--- config.mk ---
export PLATFORM = sky130hd
export DESIGN_NAME = acelp_mem_arbiter_flat
export DESIGN_NICKNAME = d
export VERILOG_FILES = /design/src/rtl/acelp_mem_arbiter_if.sv /design/src/rtl/acelp_mem_arbiter.sv /design/src/flat_wrapper.sv
export SDC_FILE = /design/constraint.sdc
export NUM_CORES = 1
export LEC_CHECK = 0
export CORE_AREA = 2 2 141 143
export DETAILED_ROUTE_END_ITERATION = 12
export DIE_AREA = 0 0 143 145
export SYNTH_ARGS = -nofsm -noshare
export SYNTH_HDL_FRONTEND = slang
export SYNTH_SLANG_ARGS = --single-unit
--- constraint.sdc ---
create_clock -name clk -period 2.6 [get_ports clk]
set_input_delay 0.65 -clock clk [delete_from_list [all_inputs] [get_ports clk]]
set_output_delay 0.65 -clock clk [all_outputs]
set_load 0.01 [all_outputs]
--- src/rtl/acelp_mem_arbiter_if.sv ---
// Bus bundle between the ACELP requester FSMs, the test port and the scratch-memory arbiter.
// master = requesters/test port side, slave = arbiter side.
interface acelp_mem_arbiter_if #(
    parameter int NUM_REQ = 4,
    parameter int ADDR_W  = 12,
    parameter int DATA_W  = 32
);
    logic                       testMode;
    logic [NUM_REQ-1:0]         req;
    logic [NUM_REQ-1:0]         lock;
    logic [NUM_REQ*ADDR_W-1:0]  reqReadAddr;
    logic [NUM_REQ*ADDR_W-1:0]  reqWriteAddr;
    logic [NUM_REQ*DATA_W-1:0]  reqWriteData;
    logic [NUM_REQ-1:0]         reqWriteEn;
    logic [ADDR_W-1:0]          testReadAddr;
    logic [ADDR_W-1:0]          testWriteAddr;
    logic [DATA_W-1:0]          testMemOut;
    logic                       testMemWriteEn;
    logic [NUM_REQ-1:0]         grant;
    logic [ADDR_W-1:0]          memReadAddr;
    logic [ADDR_W-1:0]          memWriteAddr;
    logic [DATA_W-1:0]          memWriteData;
    logic                       memWriteEn;
    logic                       busy;

    modport master (
        output testMode, req, lock, reqReadAddr, reqWriteAddr, reqWriteData, reqWriteEn,
        output testReadAddr, testWriteAddr, testMemOut, testMemWriteEn,
        input  grant, memReadAddr, memWriteAddr, memWriteData, memWriteEn, busy
    );

    modport slave (
        input  testMode, req, lock, reqReadAddr, reqWriteAddr, reqWriteData, reqWriteEn,
        input  testReadAddr, testWriteAddr, testMemOut, testMemWriteEn,
        output grant, memReadAddr, memWriteAddr, memWriteData, memWriteEn, busy
    );
endinterface

--- src/rtl/acelp_mem_arbiter.sv ---
// Round-robin arbiter giving one ACELP FSM at a time ownership of the shared scratch memory.
// A bounded hold counter lets a waiting requester pre-empt an unlocked owner; the test port overrides everything.
module acelp_mem_arbiter #(
    parameter int NUM_REQ  = 4,
    parameter int ADDR_W   = 12,
    parameter int DATA_W   = 32,
    parameter int MAX_HOLD = 255
) (
    input  logic                 clk,
    input  logic                 reset,
    acelp_mem_arbiter_if.slave   bus,
    output logic [1:0]           state_dbg
);
    typedef enum logic [1:0] {
        IDLE    = 2'd0,
        OWN     = 2'd1,
        HANDOFF = 2'd2
    } state_t;

    localparam int PTR_W = $clog2(NUM_REQ);
    localparam int CNT_W = $clog2(MAX_HOLD + 1);
    localparam logic [PTR_W-1:0] PTR_RST = PTR_W'(NUM_REQ - 1);
    localparam logic [CNT_W-1:0] CNT_MAX = CNT_W'(MAX_HOLD);

    state_t             state;
    state_t             state_nxt;
    logic [NUM_REQ-1:0] grant;
    logic [NUM_REQ-1:0] grant_nxt;
    logic [PTR_W-1:0]   ptr;
    logic [PTR_W-1:0]   ptr_nxt;
    logic [PTR_W-1:0]   win_idx;
    logic [CNT_W-1:0]   cnt;
    logic [CNT_W-1:0]   cnt_nxt;
    logic               busy;
    logic               win_found;
    logic               owner_req;
    logic               owner_lock;
    logic               others_req;
    logic               cnt_sat;

    logic [ADDR_W-1:0]  mem_ra;
    logic [ADDR_W-1:0]  mem_wa;
    logic [DATA_W-1:0]  mem_wd;
    logic               mem_we;

    // Owner attributes only look at the granted bit, so lock of non-owners is ignored.
    assign owner_req  = |(bus.req & grant);
    assign owner_lock = |(bus.lock & grant);
    assign others_req = |(bus.req & ~grant);
    assign cnt_sat    = (cnt == CNT_MAX);

    always_ff @(posedge clk or negedge reset) begin
        if (!reset) begin
            state <= IDLE;
            grant <= '0;
            ptr   <= PTR_RST;
            cnt   <= '0;
            busy  <= 1'b0;
        end else begin
            state <= state_nxt;
            grant <= grant_nxt;
            ptr   <= ptr_nxt;
            cnt   <= cnt_nxt;
            busy  <= |grant_nxt;
        end
    end

    // Search starts one past the last winner so every requester gets a turn.
    always_comb begin
        win_found = 1'b0;
        win_idx   = ptr;
        for (int k = 1; k <= NUM_REQ; k++) begin
            if (!win_found && bus.req[(int'(ptr) + k) % NUM_REQ]) begin
                win_found = 1'b1;
                win_idx   = PTR_W'((int'(ptr) + k) % NUM_REQ);
            end
        end
    end

    always_comb begin
        state_nxt = state;
        case (state)
            IDLE:    if (win_found) state_nxt = OWN;
            OWN:     if (!owner_req || (cnt_sat && !owner_lock && others_req)) state_nxt = HANDOFF;
            HANDOFF: state_nxt = IDLE;
            default: state_nxt = IDLE;
        endcase
        if (bus.testMode) state_nxt = IDLE;
    end

    always_comb begin
        grant_nxt = '0;
        ptr_nxt   = ptr;
        cnt_nxt   = '0;
        if (state_nxt == OWN) begin
            if (state == IDLE) begin
                grant_nxt[win_idx] = 1'b1;
                ptr_nxt            = win_idx;
            end else begin
                grant_nxt = grant;
                cnt_nxt   = cnt_sat ? cnt : cnt + CNT_W'(1);
            end
        end
    end

    // Memory mux follows the registered grant; the test port wins whenever testMode is high.
    always_comb begin
        mem_ra = '0;
        mem_wa = '0;
        mem_wd = '0;
        mem_we = 1'b0;
        for (int i = 0; i < NUM_REQ; i++) begin
            if (grant[i]) begin
                mem_ra = bus.reqReadAddr[i*ADDR_W +: ADDR_W];
                mem_wa = bus.reqWriteAddr[i*ADDR_W +: ADDR_W];
                mem_wd = bus.reqWriteData[i*DATA_W +: DATA_W];
                mem_we = bus.reqWriteEn[i];
            end
        end
        if (bus.testMode) begin
            mem_ra = bus.testReadAddr;
            mem_wa = bus.testWriteAddr;
            mem_wd = bus.testMemOut;
            mem_we = bus.testMemWriteEn;
        end
    end

    assign bus.grant        = grant;
    assign bus.busy         = busy;
    assign bus.memReadAddr  = mem_ra;
    assign bus.memWriteAddr = mem_wa;
    assign bus.memWriteData = mem_wd;
    assign bus.memWriteEn   = mem_we;
    assign state_dbg        = state;
endmodule

--- src/flat_wrapper.sv ---
// flat-port wrapper written by rule: the top's interface ports become plain ports
module acelp_mem_arbiter_flat 
#(
    parameter int NUM_REQ  = 4,
    parameter int ADDR_W   = 12,
    parameter int DATA_W   = 32,
    parameter int MAX_HOLD = 255
)
  (clk, reset, state_dbg, bus_testMode, bus_req, bus_lock, bus_reqReadAddr, bus_reqWriteAddr, bus_reqWriteData, bus_reqWriteEn, bus_testReadAddr, bus_testWriteAddr, bus_testMemOut, bus_testMemWriteEn, bus_grant, bus_memReadAddr, bus_memWriteAddr, bus_memWriteData, bus_memWriteEn, bus_busy);
  acelp_mem_arbiter_if #(.NUM_REQ(NUM_REQ), .ADDR_W(ADDR_W), .DATA_W(DATA_W)) bus_i ();
  input  logic clk;
  input  logic reset;
  output logic [1:0] state_dbg;
  input wire logic [$bits(bus_i.testMode)-1:0] bus_testMode;
  input wire logic [$bits(bus_i.req)-1:0] bus_req;
  input wire logic [$bits(bus_i.lock)-1:0] bus_lock;
  input wire logic [$bits(bus_i.reqReadAddr)-1:0] bus_reqReadAddr;
  input wire logic [$bits(bus_i.reqWriteAddr)-1:0] bus_reqWriteAddr;
  input wire logic [$bits(bus_i.reqWriteData)-1:0] bus_reqWriteData;
  input wire logic [$bits(bus_i.reqWriteEn)-1:0] bus_reqWriteEn;
  input wire logic [$bits(bus_i.testReadAddr)-1:0] bus_testReadAddr;
  input wire logic [$bits(bus_i.testWriteAddr)-1:0] bus_testWriteAddr;
  input wire logic [$bits(bus_i.testMemOut)-1:0] bus_testMemOut;
  input wire logic [$bits(bus_i.testMemWriteEn)-1:0] bus_testMemWriteEn;
  output wire logic [$bits(bus_i.grant)-1:0] bus_grant;
  output wire logic [$bits(bus_i.memReadAddr)-1:0] bus_memReadAddr;
  output wire logic [$bits(bus_i.memWriteAddr)-1:0] bus_memWriteAddr;
  output wire logic [$bits(bus_i.memWriteData)-1:0] bus_memWriteData;
  output wire logic [$bits(bus_i.memWriteEn)-1:0] bus_memWriteEn;
  output wire logic [$bits(bus_i.busy)-1:0] bus_busy;
  assign bus_i.testMode = bus_testMode;
  assign bus_i.req = bus_req;
  assign bus_i.lock = bus_lock;
  assign bus_i.reqReadAddr = bus_reqReadAddr;
  assign bus_i.reqWriteAddr = bus_reqWriteAddr;
  assign bus_i.reqWriteData = bus_reqWriteData;
  assign bus_i.reqWriteEn = bus_reqWriteEn;
  assign bus_i.testReadAddr = bus_testReadAddr;
  assign bus_i.testWriteAddr = bus_testWriteAddr;
  assign bus_i.testMemOut = bus_testMemOut;
  assign bus_i.testMemWriteEn = bus_testMemWriteEn;
  assign bus_grant = bus_i.grant;
  assign bus_memReadAddr = bus_i.memReadAddr;
  assign bus_memWriteAddr = bus_i.memWriteAddr;
  assign bus_memWriteData = bus_i.memWriteData;
  assign bus_memWriteEn = bus_i.memWriteEn;
  assign bus_busy = bus_i.busy;
  acelp_mem_arbiter #(.NUM_REQ(NUM_REQ), .ADDR_W(ADDR_W), .DATA_W(DATA_W), .MAX_HOLD(MAX_HOLD)) u_core (.clk(clk), .reset(reset), .bus(bus_i), .state_dbg(state_dbg));
endmodule
==> impl_metrics.toml, run 1 <==
[run_status]
run_status = "complete, no violations"

[worst_setup_path]
worstReg2RegStart = "u_core.bus.grant[2]"
crit_path_max_incr_delay_ps = 420
reg2regPathDepth = 6
timing_worst_setup_path_type = "primary input to output pin"
count_of_buffering_cells_on_the_critical_path_with_inverters_included = 2
slowest_stage = "sky130_fd_sc_hd__clkdlybuf4s50_1"
path_max_fanout = 1
critical_path.startpoint = "bus_reqWriteData[53]"
critical_path_cell_by_cell = "clkdlybuf4s50_1 > a221oi_2 > nor3_2 > a221o_1 > clkdlybuf4s15_1"
cp_top_family = "buffers and inverters"
cp-start-kind = "primary input"
cp_data_arrival_time_ps = 1920
required_ps = 1950
worstSetupEndpointType = "output pin"
cp.depth = 5

[pwr]
comb_pwr_share_pct = 80.4
seq_power_share_pct = 10.6
switchingPower_mw = 1.41
switching_share_pct = 40.4
clkPwrFrac_pct = 8.9
worst_ir_drop_vdd_mv = 0.291
power.density_mw_per_mm2 = 469
cellInternalPower_mw = 2.08
leakage_nw = 2.78

[finish]
fillCellCount = 1932
drive_gt1_share_pct = 25.9
final_net_count = 1027
final_core_utilization_pct = 38.8
final-seq-area_sq_um = 433
multi_input_area_sq_mm = 0.00272
synthToLayoutAreaGrowth_pct = 162

[global_routing]
grt_max_degree = 60
grt_first_pass_wirelength_um = 27800
first_global_vias = 4782
grt.total_usage_pct = 17.0
grt_antenna_before_repair = 1
globalRoute.totalOverflow = 0

[die]
die_y_um = 145
chipWidth_um = 143
ioPinCount = 360
row_count = 51
core_area_sq_mm = 0.0192
floorplan.initialDensity_pct = 14.8
die-area_sq_mm = 0.0207

[logic_synthesis]
synth_enable_flop_cells = 0
synth_area_sq_mm = 0.00284
synth.net_count = 663
synth_largest_type_area_fraction_pct = 20.4
ys_types = 42
ys_async_sr_fraction_pct = 100
ys.warnings.count = 0
post_synth.cell_area_avg_sq_um = 7.76
synth.area.top_cells = "sky130_fd_sc_hd__a221o_1 (20%), sky130_fd_sc_hd__a221oi_1 (18%), sky130_fd_sc_hd__dfrtp_1 (13%), sky130_fd_sc_hd__nor2b_1 (13%), sky130_fd_sc_hd__nor3_1 (10%)"
ys_dominant_reg_cell = "sky130_fd_sc_hd__dfrtp_1"
synth_cells = 366
post_synthesis_sequential_area_ratio_pct = 15.1
synth_area_leader_cell = "sky130_fd_sc_hd__a221o_1"
synth_seq_cells = 17

[clocking]
cts_made_buffers = 3
tritoncts = "done"
clock_insertion_delay_worst_skew_ps = 250
cts_max_path_buffers = 2
h-tree-depth = 1
clk_pin_slew_ps = 50
clock_sink_count = 17
cts-root-buf = "sky130_fd_sc_hd__clkbuf_16"

[min_path]
timing.hold.worst.class = "flop to flop"
min_delay_path_depth = 2
worst_hold_startpoint = "u_core.ptr[0]"

[timing]
finalHoldWorstSlack_ps = 511
worst-slew-pin-transition_ps = 472
rsz0062_at_grt = "yes"
timing.final.setup_violations = 0
finalMaxSlewViolations = 0
slew-limit-headroom_pct = 68.1
hold_violations = 0
clock-skew-final_ps = 1.11
clock.fmax_mhz = 389
min_period_over_period_pct = 98.9
period_minus_slack_ps = 2570

[drt]
ant_nets = 0
drtIter0Drc = 241
viasPerCell = 4.68
dr_total_vias = 4660
drc_errors = 0
dr_wl_cell_um = 19.2
drt-pass1-iter-count = 4
drt_wl_total_um = 19100

[run]
max_capacitance_violation_total = 0

[placement]
globalplace.congestion = 0.823
estimated_wirelength_of_the_detail_placed_design_um = 14900
port_buffers = 359
## Yosys cell counts, types with 2 or more instances
master,number
sky130_fd_sc_hd__a32o_1,2
sky130_fd_sc_hd__nand2b_1,6
sky130_fd_sc_hd__a21oi_1,3
sky130_fd_sc_hd__o211ai_1,2
sky130_fd_sc_hd__a211oi_1,3
sky130_fd_sc_hd__a22o_1,2
sky130_fd_sc_hd__a221o_1,58
sky130_fd_sc_hd__or3_1,2
sky130_fd_sc_hd__dfstp_2,2
sky130_fd_sc_hd__dfrtp_1,15
sky130_fd_sc_hd__inv_1,2
sky130_fd_sc_hd__buf_2,11
sky130_fd_sc_hd__nand2_1,6
sky130_fd_sc_hd__a22oi_1,4
sky130_fd_sc_hd__nor2b_1,60
sky130_fd_sc_hd__nor3_1,59
sky130_fd_sc_hd__nand3_1,2
sky130_fd_sc_hd__nor2_1,9
sky130_fd_sc_hd__clkbuf_1,34
sky130_fd_sc_hd__a221oi_1,58
sky130_fd_sc_hd__o21ai_0,4
sky130_fd_sc_hd__xor2_1,2
## sequential cells by signal (all words and copies together) (netlist names)
signal,count
u_core.bus.grant,4
u_core.bus.busy,1
u_core.state_dbg,2
u_core.cnt,8
u_core.ptr,2
## cell families (layout without fill, tap and decap cells)
family	after synthesis	after routing	synth area share (%)
AOI/OAI and AO/OA	146	146	46.8
xor gates and xnor gates	3	3	0.926
adders and majority gates	1	1	0.441
buffers and inverters	48	411	7.10
DFF	17	17	15.1
muxes	1	1	0.353
other	0	1	0
and+or+nand+nor	150	150	29.4
## metal layers
| layer | vias to the layer above | GRT usage (%) | wire length (um) | share of wire [%] |
|---|---|---|---|---|
| met1 | 2178 | 21.4 | 7880 | 41 |
| met5 | - | 0 | 0 | 0 |
| met2 | 198 | 29.9 | 9590 | 50 |
| met3 | 25 | 3.40 | 1330 | 7.0 |
| li1 | 2259 | - | - | - |
| met4 | 0 | 3.32 | 303 | 1.6 |
## worst paths after layout
path	to	slack (ps)
worst max register to register	u_core.bus.busy	720
min in group asynchronous	u_core.bus.grant[2]	740
worst min register to register	u_core.ptr[0]	510
worst max-delay path	bus_memWriteData[21]	30
worst min-delay path	u_core.ptr[0]	510
max in group asynchronous	u_core.ptr[0]	1610
## power by group through the flow
stage          clock, mW  combinational [mW]  sequential (mW)
3_5_place_dp           0                2.56            0.380
5_1_grt            0.333                3.02            0.377
3_3_place_gp           0                2.57            0.380
6_report           0.312                2.81            0.372
4_1_cts            0.321                2.74            0.382
2_1_floorplan          0                1.18            0.366
## cell type report
class                           count  area share (%)
Timing Repair Buffer              405            52.0
Multi-Input combinational cell    301            36.6
Antenna cell                        1          0.0336
Inverter                            2           0.101
Sequential cell                    17            5.81
Clock buffer                        4            1.06
Tap cell                          265            4.45
## per-stage QoR
stage | power (mW) | std cells | cell area, sq um | TNS, ps | setup WS (ps)
CTS | 3.45 | 989 | 7440 | -48.4 | -26.9
global route | 3.73 | 995 | 7450 | -174 | -50.2
detailed placement | 2.94 | 980 | 6960 | -17710 | -464
finish | 3.49 | 995 | 7450 | 0 | 27.7
global placement | 2.95 | 980 | 6960 | -17820 | -466
floorplan | 1.54 | 366 | 2840 | 0 | 183
## layout by cell type (no fill, tap or decap), types with 3 or more instances in the layout
| cell type | synthesis | routed |
|---|---|---|
| sky130_fd_sc_hd__a211oi_1 | 3 | 3 |
| sky130_fd_sc_hd__a21oi_1 | 3 | 3 |
| sky130_fd_sc_hd__a221o_1 | 58 | 58 |
| sky130_fd_sc_hd__a221oi_1 | 58 | 3 |
| sky130_fd_sc_hd__a221oi_2 | 0 | 52 |
| sky130_fd_sc_hd__a221oi_4 | 0 | 3 |
| sky130_fd_sc_hd__a22oi_1 | 4 | 4 |
| sky130_fd_sc_hd__buf_12 | 0 | 9 |
| sky130_fd_sc_hd__buf_2 | 11 | 17 |
| sky130_fd_sc_hd__buf_4 | 0 | 30 |
| sky130_fd_sc_hd__buf_6 | 1 | 8 |
| sky130_fd_sc_hd__clkbuf_16 | 0 | 3 |
| sky130_fd_sc_hd__clkbuf_2 | 0 | 29 |
| sky130_fd_sc_hd__clkdlybuf4s15_1 | 0 | 7 |
| sky130_fd_sc_hd__clkdlybuf4s15_2 | 0 | 3 |
| sky130_fd_sc_hd__clkdlybuf4s50_1 | 0 | 293 |
| sky130_fd_sc_hd__dfrtp_1 | 15 | 13 |
| sky130_fd_sc_hd__dlygate4sd2_1 | 0 | 4 |
| sky130_fd_sc_hd__dlymetal6s2s_1 | 0 | 4 |
| sky130_fd_sc_hd__nand2_1 | 6 | 6 |
| sky130_fd_sc_hd__nand2b_1 | 6 | 6 |
| sky130_fd_sc_hd__nor2_1 | 9 | 9 |
| sky130_fd_sc_hd__nor2b_1 | 60 | 57 |
| sky130_fd_sc_hd__nor3_1 | 59 | 37 |
| sky130_fd_sc_hd__nor3_2 | 0 | 21 |
| sky130_fd_sc_hd__o21ai_0 | 4 | 4 |
## timing repair
item | CTS | global route
setup endpoints to repair | 57 | 56
pin swaps | 27 | 31
hold buffers | 0 | 0
gates resized for setup | 219 | 73
buffers inserted | 5 | 5
## tightest hold or removal path: stages (launching register included)
cell                      delay, ps
sky130_fd_sc_hd__dfstp_2        380
sky130_fd_sc_hd__nand2_1         50
sky130_fd_sc_hd__o21ai_0         70
Power figures use the tool's default switching activity.
==> run 2: changes to the inputs <==
--- a/config.mk
+++ b/config.mk
@@ -6,6 +6,7 @@
 export NUM_CORES = 1
 export LEC_CHECK = 0
 export CORE_AREA = 2 2 141 143
+export CTS_CLUSTER_DIAMETER = 80
 export DETAILED_ROUTE_END_ITERATION = 12
 export DIE_AREA = 0 0 143 145
 export SYNTH_ARGS = -nofsm -noshare
==> results of run 2 <==
No change in the layout: final DEF, timing and power equal those of run 1.
